### src/rtl/imm_gen_pipe.sv
// Decodes RV instructions into an XLEN-bit sign-extended immediate and a format code.
// Latency: 1 cycle from accepted instruction to head of the output buffer.
// Backpressure: a 2-entry skid buffer makes in_ready depend only on registered state.
module imm_gen_pipe #(
    parameter int XLEN  = 64,
    parameter int CNT_W = 8
) (
    input  logic             clk,
    input  logic             reset_n,
    input  logic             in_valid,
    output logic             in_ready,
    input  logic [31:0]      instr,
    output logic             out_valid,
    input  logic             out_ready,
    output logic [XLEN-1:0]  imm_data,
    output logic [2:0]       imm_fmt,
    output logic [CNT_W-1:0] ill_count
);

    localparam logic [2:0] FMT_R   = 3'd0;
    localparam logic [2:0] FMT_I   = 3'd1;
    localparam logic [2:0] FMT_S   = 3'd2;
    localparam logic [2:0] FMT_B   = 3'd3;
    localparam logic [2:0] FMT_U   = 3'd4;
    localparam logic [2:0] FMT_J   = 3'd5;
    localparam logic [2:0] FMT_ILL = 3'd7;

    typedef enum logic [1:0] {
        ST_EMPTY = 2'd0,
        ST_ONE   = 2'd1,
        ST_FULL  = 2'd2
    } state_t;

    state_t            state_q, state_d;
    logic [XLEN-1:0]   head_imm_q, head_imm_d;
    logic [XLEN-1:0]   tail_imm_q, tail_imm_d;
    logic [2:0]        head_fmt_q, head_fmt_d;
    logic [2:0]        tail_fmt_q, tail_fmt_d;
    logic [CNT_W-1:0]  ill_q, ill_d;

    logic [31:0]       dec_imm32;
    logic [XLEN-1:0]   dec_imm;
    logic [2:0]        dec_fmt;
    logic              push;
    logic              pop;

    // Handshake signals are functions of registered state only, so there is no
    // combinational path from out_ready to in_ready or from in_* to out_*.
    assign in_ready  = (state_q != ST_FULL);
    assign out_valid = (state_q != ST_EMPTY);
    assign push      = in_valid & in_ready;
    assign pop       = out_valid & out_ready;

    // The head entry persists after a pop to EMPTY, which gives the
    // "last popped value" view while the buffer is idle.
    assign imm_data  = head_imm_q;
    assign imm_fmt   = head_fmt_q;
    assign ill_count = ill_q;

    // Opcode decode: build a 32-bit sign-extended field, then widen to XLEN.
    always_comb begin
        dec_fmt   = FMT_ILL;
        dec_imm32 = 32'd0;
        case (instr[6:0])
            7'b0000011, 7'b0010011, 7'b0011011, 7'b1100111: begin
                dec_fmt   = FMT_I;
                dec_imm32 = {{20{instr[31]}}, instr[31:20]};
            end
            7'b0100011: begin
                dec_fmt   = FMT_S;
                dec_imm32 = {{20{instr[31]}}, instr[31:25], instr[11:7]};
            end
            7'b1100011: begin
                dec_fmt   = FMT_B;
                dec_imm32 = {{19{instr[31]}}, instr[31], instr[7],
                             instr[30:25], instr[11:8], 1'b0};
            end
            7'b0110111, 7'b0010111: begin
                dec_fmt   = FMT_U;
                dec_imm32 = {instr[31:12], 12'd0};
            end
            7'b1101111: begin
                dec_fmt   = FMT_J;
                dec_imm32 = {{11{instr[31]}}, instr[31], instr[19:12],
                             instr[20], instr[30:21], 1'b0};
            end
            7'b0110011, 7'b0111011: begin
                dec_fmt   = FMT_R;
                dec_imm32 = 32'd0;
            end
            default: begin
                dec_fmt   = FMT_ILL;
                dec_imm32 = 32'd0;
            end
        endcase
        dec_imm = XLEN'($signed(dec_imm32));
    end

    // Skid-buffer next state: head is always the oldest entry, tail the second.
    always_comb begin
        state_d    = state_q;
        head_imm_d = head_imm_q;
        head_fmt_d = head_fmt_q;
        tail_imm_d = tail_imm_q;
        tail_fmt_d = tail_fmt_q;
        case (state_q)
            ST_EMPTY: begin
                if (push) begin
                    head_imm_d = dec_imm;
                    head_fmt_d = dec_fmt;
                    state_d    = ST_ONE;
                end
            end
            ST_ONE: begin
                if (push && pop) begin
                    // Outgoing head is consumed; the new entry replaces it.
                    head_imm_d = dec_imm;
                    head_fmt_d = dec_fmt;
                end else if (push) begin
                    tail_imm_d = dec_imm;
                    tail_fmt_d = dec_fmt;
                    state_d    = ST_FULL;
                end else if (pop) begin
                    state_d    = ST_EMPTY;
                end
            end
            ST_FULL: begin
                if (pop) begin
                    head_imm_d = tail_imm_q;
                    head_fmt_d = tail_fmt_q;
                    state_d    = ST_ONE;
                end
            end
            default: begin
                state_d = ST_EMPTY;
            end
        endcase
    end

    // Illegal-opcode counter counts at acceptance and saturates at all ones.
    always_comb begin
        ill_d = ill_q;
        if (push && (dec_fmt == FMT_ILL) && (ill_q != {CNT_W{1'b1}})) begin
            ill_d = ill_q + CNT_W'(1);
        end
    end

    // State and data registers; reset discards any buffered entries.
    always_ff @(posedge clk) begin
        if (!reset_n) begin
            state_q    <= ST_EMPTY;
            head_imm_q <= '0;
            head_fmt_q <= '0;
            tail_imm_q <= '0;
            tail_fmt_q <= '0;
            ill_q      <= '0;
        end else begin
            state_q    <= state_d;
            head_imm_q <= head_imm_d;
            head_fmt_q <= head_fmt_d;
            tail_imm_q <= tail_imm_d;
            tail_fmt_q <= tail_fmt_d;
            ill_q      <= ill_d;
        end
    end

endmodule
### config.mk
export PLATFORM = sky130hd
export DESIGN_NAME = imm_gen_pipe
export DESIGN_NICKNAME = d
export VERILOG_FILES = /design/src/rtl/imm_gen_pipe.sv
export SDC_FILE = /design/constraint.sdc
export NUM_CORES = 1
export LEC_CHECK = 0
export ABC_AREA = 1
export BUFFER_PORTS_ARGS = -buffer_cell sky130_fd_sc_hd__clkbuf_2
export CORE_MARGIN = 4
export CORE_UTILIZATION = 58
export CTS_CLUSTER_SIZE = 30
export DETAILED_ROUTE_END_ITERATION = 6
export PLACE_DENSITY = 0.94
export SLEW_MARGIN = 20
export SYNTH_ARGS = -nofsm -noshare
export SYNTH_HDL_FRONTEND = slang
export SYNTH_SLANG_ARGS = --single-unit
### constraint.sdc
create_clock -name clk -period 3.3 [get_ports clk]
set_input_delay 0.165 -clock clk [delete_from_list [all_inputs] [get_ports clk]]
set_output_delay 0.165 -clock clk [all_outputs]
set_load 0.05 [all_outputs]
-- Word level (Yosys, flattened, before mapping)
Cells that the tools add are included.
- $add $sub $neg: 1
- equality and inequality tests: 21
- muxes and demuxes: 16
- bitwise logic cells: 3
- reductions and logical operators: 12
- operators with widths (kind ; count):
    $mux W64 ; 3
    $pmux W64 S3 ; 1
    $pmux W32 S5 ; 1
    $eq A7 B6 Y1 const B ; 4
    $eq A7 B5 Y1 const B ; 3
    $eq A7 B7 Y1 const B ; 3
    $pmux W3 S6 ; 1
    $mux W2 ; 5
    $ne A2 B2 Y1 const B ; 5
    $mux W3 ; 3
    $pmux W3 S3 ; 1
    $add A8 B1 Y8 const B ; 1
    $ne A8 B8 Y1 const B ; 1
    $reduce_and A4 Y1 ; 2
    $eq A7 B2 Y1 const B ; 1
    $pmux W2 S3 ; 1
    $reduce_or A2 Y1 ; 2
    $reduce_or A4 Y1 ; 1
    $eq A3 B3 Y1 const B ; 1
    $logic_and A1 B1 Y1 ; 3
    $ne A3 B3 Y1 const B ; 1
    $reduce_and A3 Y1 ; 1
    $reduce_bool A3 Y1 ; 1
    $and A1 B1 Y1 ; 2
    other kinds (5) ; 5
- register bits after elaboration: 112
- input port bits: 36
- output and inout bits: 77

-- Depth between registers and ports, before layout
- depth in word-level cells: 6
- depth in mapped cells: 11

-- Least setup slack after synthesis
No wires, ideal clock.
- path type: flip-flop to flip-flop
- from: register ill_q[1] (netlist: ill_count[1])
- to: register ill_q[5] (netlist: ill_count[5])
- setup time: 0.128 ns
- data arrival time: 1.596 ns
- data required time: 3.172 ns
- path slack: 1.576 ns
- stages on the path, launching flop included: 11
- buffers on the path: 0
- clock period less this slack: 1.724 ns
- cells stage by stage: dfxtp_1 -> ha_1 -> nand2_1 -> nor2_1 -> nand2_1 -> nand2_1 -> nor2_1 -> nand4_1 -> nand2_1 -> nand2_1 -> nor2_1
- longest elaborated chain between the ends: 2
- elaborated cells between the ends (all ways): 3
- ends and longest elaborated chain (item ; line ; text):
    from (decl) ; 39 ; logic [CNT_W-1:0] ill_q, ill_d;
    from (signal assigned) ; 163 ; ill_q <= ill_d;
    parallel branches: the longest is 2 deep, another holds $add A8 B1 Y8 ; n/a ;
Several ways; the timed one is not identified.
A chain may end at the register's enable or synchronous reset.

-- Final worst setup path
- from: register state_q[0]
- to: register head_imm_q[16] (netlist: imm_data[16])
- longest elaborated chain between the ends: 5
- elaborated cells between the ends (all ways): 14
- ends and longest elaborated chain (item ; line ; text):
    from (decl) ; 34 ; state_t state_q, state_d;
    from (signal assigned) ; 158 ; state_q <= state_d;
    $ne A2 B2 Y1 or $reduce_bool A2 Y1 (tied branches) ; 49, 50 ;
    $and A1 B1 Y1 (on tied branches) ; 51, 52 ;
    $logic_and A1 B1 Y1 ; 115 ; if (push && pop) begin
    $ne A2 B2 Y1 (no source line) ; n/a ;
    $reduce_and A4 Y1 (no source line) ; n/a ;
    to (signal assigned) ; 159 ; head_imm_q <= head_imm_d;
    to (decl) ; 35 ; logic [XLEN-1:0] head_imm_q, head_imm_d;
Several ways; a longest one is shown, not always the timed one.

==> results.md <==
* First-pass GRT wire length at 18900 µm
* Placed wire-length estimate at 7940 µm
* Final total negative setup slack at 0 ps
* Dpl ws at 1340 ps
* Largest net degree at the start of global routing at 39
* Die height at 96.0 µm
* Combinational family with the most area after synthesis: simple AND/OR/NAND/NOR gates
* Count of buffers added by post-CTS timing repair for setup at 0
* R2R cell count at 6
* Number of pins with negative max-slew slack in the final report at 0
* Number of hold violations in the final report at 0
* Final Routed Wirelength at 11800 µm
* Area growth from synthesis to layout at 12.6%
* Netlist area before placement at 0.00449 mm²
* Final design utilization at 68.6%
* Post-synth net total at 669
* Clock sink count at 80
* Total area of multi-input combinational cells at 0.00222 mm²
* Max Cap Violations at 0
* Total GRT Usage at 25.9%
* Portion of the clock cycle consumed by the worst path in the final layout at 64.4%
* Clock tree from TritonCTS: done
* Number of buffers inserted for hold repair after clock tree synthesis at 0
* Synthesized instance count at 632
* Synth cell types at 33
* Critical path capture point type: flop
* Hold Crit Class: input pin to flop
* Cell accounting for the most synthesized area: dfxtp_1
* Share of async-settable or async-resettable flops after synthesis at 0%
* Count of flip-flops with a built-in enable after synthesis at 0
* Effective utilization at floorplan at 60.9%
* Number of antenna diodes at 0
* Clk pin slew, worst setup/hold paths at 80 ps
* Post_cts resized at 0
* Count of standard-cell rows at 31
* CP Buf/Inv Count at 1
* Proportion of synthesized chip area in sequential cells at 35.7%
* Post-synth top cells: nand2_1, nor2_1, dfxtp_1
* Yosys warning total at 0
* Number of routed nets with antenna violations at 0
* Relative slew slack at 41.3%
* Number of buffers added on ports at 112
* Setup violation total in the final timing report at 0
* CP max stage cell: nor3_4
* Fraction of synthesized area in multiplexers at 0%
* Setup repair after global routing missed its margin: no
* Routability congestion estimate from global placement at 0.850
* Run status: finished clean
* Critical path class: flop to flop
* NumNets Final at 734
* Final setup skew at 8.83 ps
* Worst-skew pair later-pin latency at 360 ps
* Critical Path Start Type: flop
* Crit path arrival time at 2370 ps
* Crit-path max FO at 36
* Fraction of synthesized cell area in xor and xnor cells at 0.195%
* Leakage Power at 2.63 nW
* Primary FF master, synth: dfxtp_1
* Crit path largest cell delay at 490 ps
* Largest delay share family, worst path: simple AND/OR/NAND/NOR gates
* Number of global-route vias before repair at 4106
* Fraction of final layout cells with drive strength greater than 1 at 28.8%
* Setup slack after layout at 1170 ps
* CTS max path bufs at 2
* Num CTS Buffers at 9
* PD cells at 494 mW/mm²
* Post-synthesis adder-cell area fraction at 0.279%
* Final Critical Period at 2130 ps
* Die width at 96.0 µm
* Average wire per standard cell at 14.7 µm
* Number of DRC violations after detailed-routing iteration 0 at 459
* Cell with the most instances after synthesis: nand2_1
* Count of fill cells added during filler insertion at 562
* Mean instance size in the synthesized netlist at 7.11 µm²
* Root buffer cell: clkbuf_8
* Depth of the critical timing path with buffers and inverters included at 6
* Peak clock frequency supported by timing at 471 MHz
* Number of vias per cell after detailed routing at 5.63
* H-tree levels at 3
* Count of boundary I/O pins at 113
* Cell with the most instances on the worst path: nor2_1
* Cells along the critical path: nor2_1, nor2_1, nor3_4, inv_2, a21oi_1, a21oi_2
* Simple-gate area share of the yosys netlist at 29.9%
* Die area at 0.00921 mm²
* Total area of sequential cells at 0.00160 mm²
* Number of iterations in the first detailed-routing pass at 5
* Overall overflow remaining after global route at 0
* Worst endpoint required time at 3550 ps
* Synth area leaders: dfxtp_1, nand2_1, o21ai_0
* Hold-critical path depth at 3
* Number of vias after detailed routing at 4507
* Detailed-route DRC error count at 0
* Antenna violations before repair at 0
* Post-synthesis compound-gate area fraction at 19.0%
* Slew of the pin with the lowest slew margin at 879 ps
* Area of the core region at 0.00737 mm²
* Area share of the largest cell type after synthesis at 35.7%
* Post-synthesis sequential element count at 80
* VDD IR max at 388 µV
## final cells by class
| class | instances | share of cell area, % |
|---|---|---|
| multi-input cells | 420 | 43.9 |
| flip-flops and latches | 80 | 31.7 |
| repair buffers | 120 | 12.3 |
| inverters | 66 | 5.00 |
| clock buffers | 9 | 2.45 |
| well taps | 99 | 2.45 |
| clock inverters | 6 | 2.28 |
## registers in the layout, indices dropped and copies added (netlist names)
| name | count |
|---|---|
| tail_fmt_q | 3 |
| state_q | 2 |
| tail_imm_q | 32 |
| ill_count | 8 |
| imm_fmt | 3 |
| imm_data | 32 |
## layout by cell type, fill, tap and decap left out, drive strengths merged
master	Yosys	layout
inv	63	65
nor3	4	4
clkinvlp	0	1
clkbuf	19	121
dfxtp	80	80
buf	47	8
nor4	1	1
ha	1	1
a21oi	74	74
nand2	117	117
xor2	1	1
o21ai	74	74
nand4	24	24
nor2	97	97
a21o	6	6
nand3	21	21
clkinv	3	3
bufinv	0	3
## worst min-delay path, delay by kind of cell
family / cells / cell delay (ps)
buffers and inverters: 1 / 110
AND/OR/NAND/NOR: 1 / 80
AO/OA/AOI/OAI: 1 / 50
## final timing paths
path / from / endpoint / slack, ps
worst min-delay path: instr[30] / imm_data[10]$_SDFFE_PN0P_ / 100
worst max-delay path: state_q[0]$_SDFFE_PN0P_ / imm_data[16]$_SDFFE_PN0P_ / 1170
worst min register to register: tail_fmt_q[0]$_SDFFE_PN0P_ / tail_fmt_q[0]$_SDFFE_PN0P_ / 470
worst max register to register: state_q[0]$_SDFFE_PN0P_ / imm_data[16]$_SDFFE_PN0P_ / 1170
## per-layer routing
layer  GRT usage [%]  vias to the layer above  routed length (µm)
met5               0                        -                   0
met4            11.4                        0                 330
met3            5.55                       40                1320
met2            42.5                      289                5420
met1            32.6                     2037                4700
li1                -                     2141                   -
## power breakdown
group	internal, mW	switching, mW
sequential	1.02	0.0416
combinational	0.127	0.432
clock	0.504	0.375
total	1.65	0.848
## kinds of logic (layout without fill, tap and decap cells)
| kind of cell | after synthesis | count (layout) |
|---|---|---|
| and+or+nand+nor | 264 | 264 |
| AOI/OAI and AO/OA | 154 | 154 |
| buffers and inverters | 132 | 201 |
| DFF | 80 | 80 |
| adders and majority gates | 1 | 1 |
| xor gates and xnor gates | 1 | 1 |
## metrics by stage
step	std cells	power (mW)	area, µm²	hold slack, ps
2_1_floorplan	632	1.53	4490	323
3_3_place_gp	785	1.62	4820	455
3_5_place_dp	785	1.63	4820	466
4_1_cts	800	2.50	5060	99.7
5_1_grt	800	2.58	5060	107
6_report	800	2.50	5060	101
(Power assumes the default switching activity.)
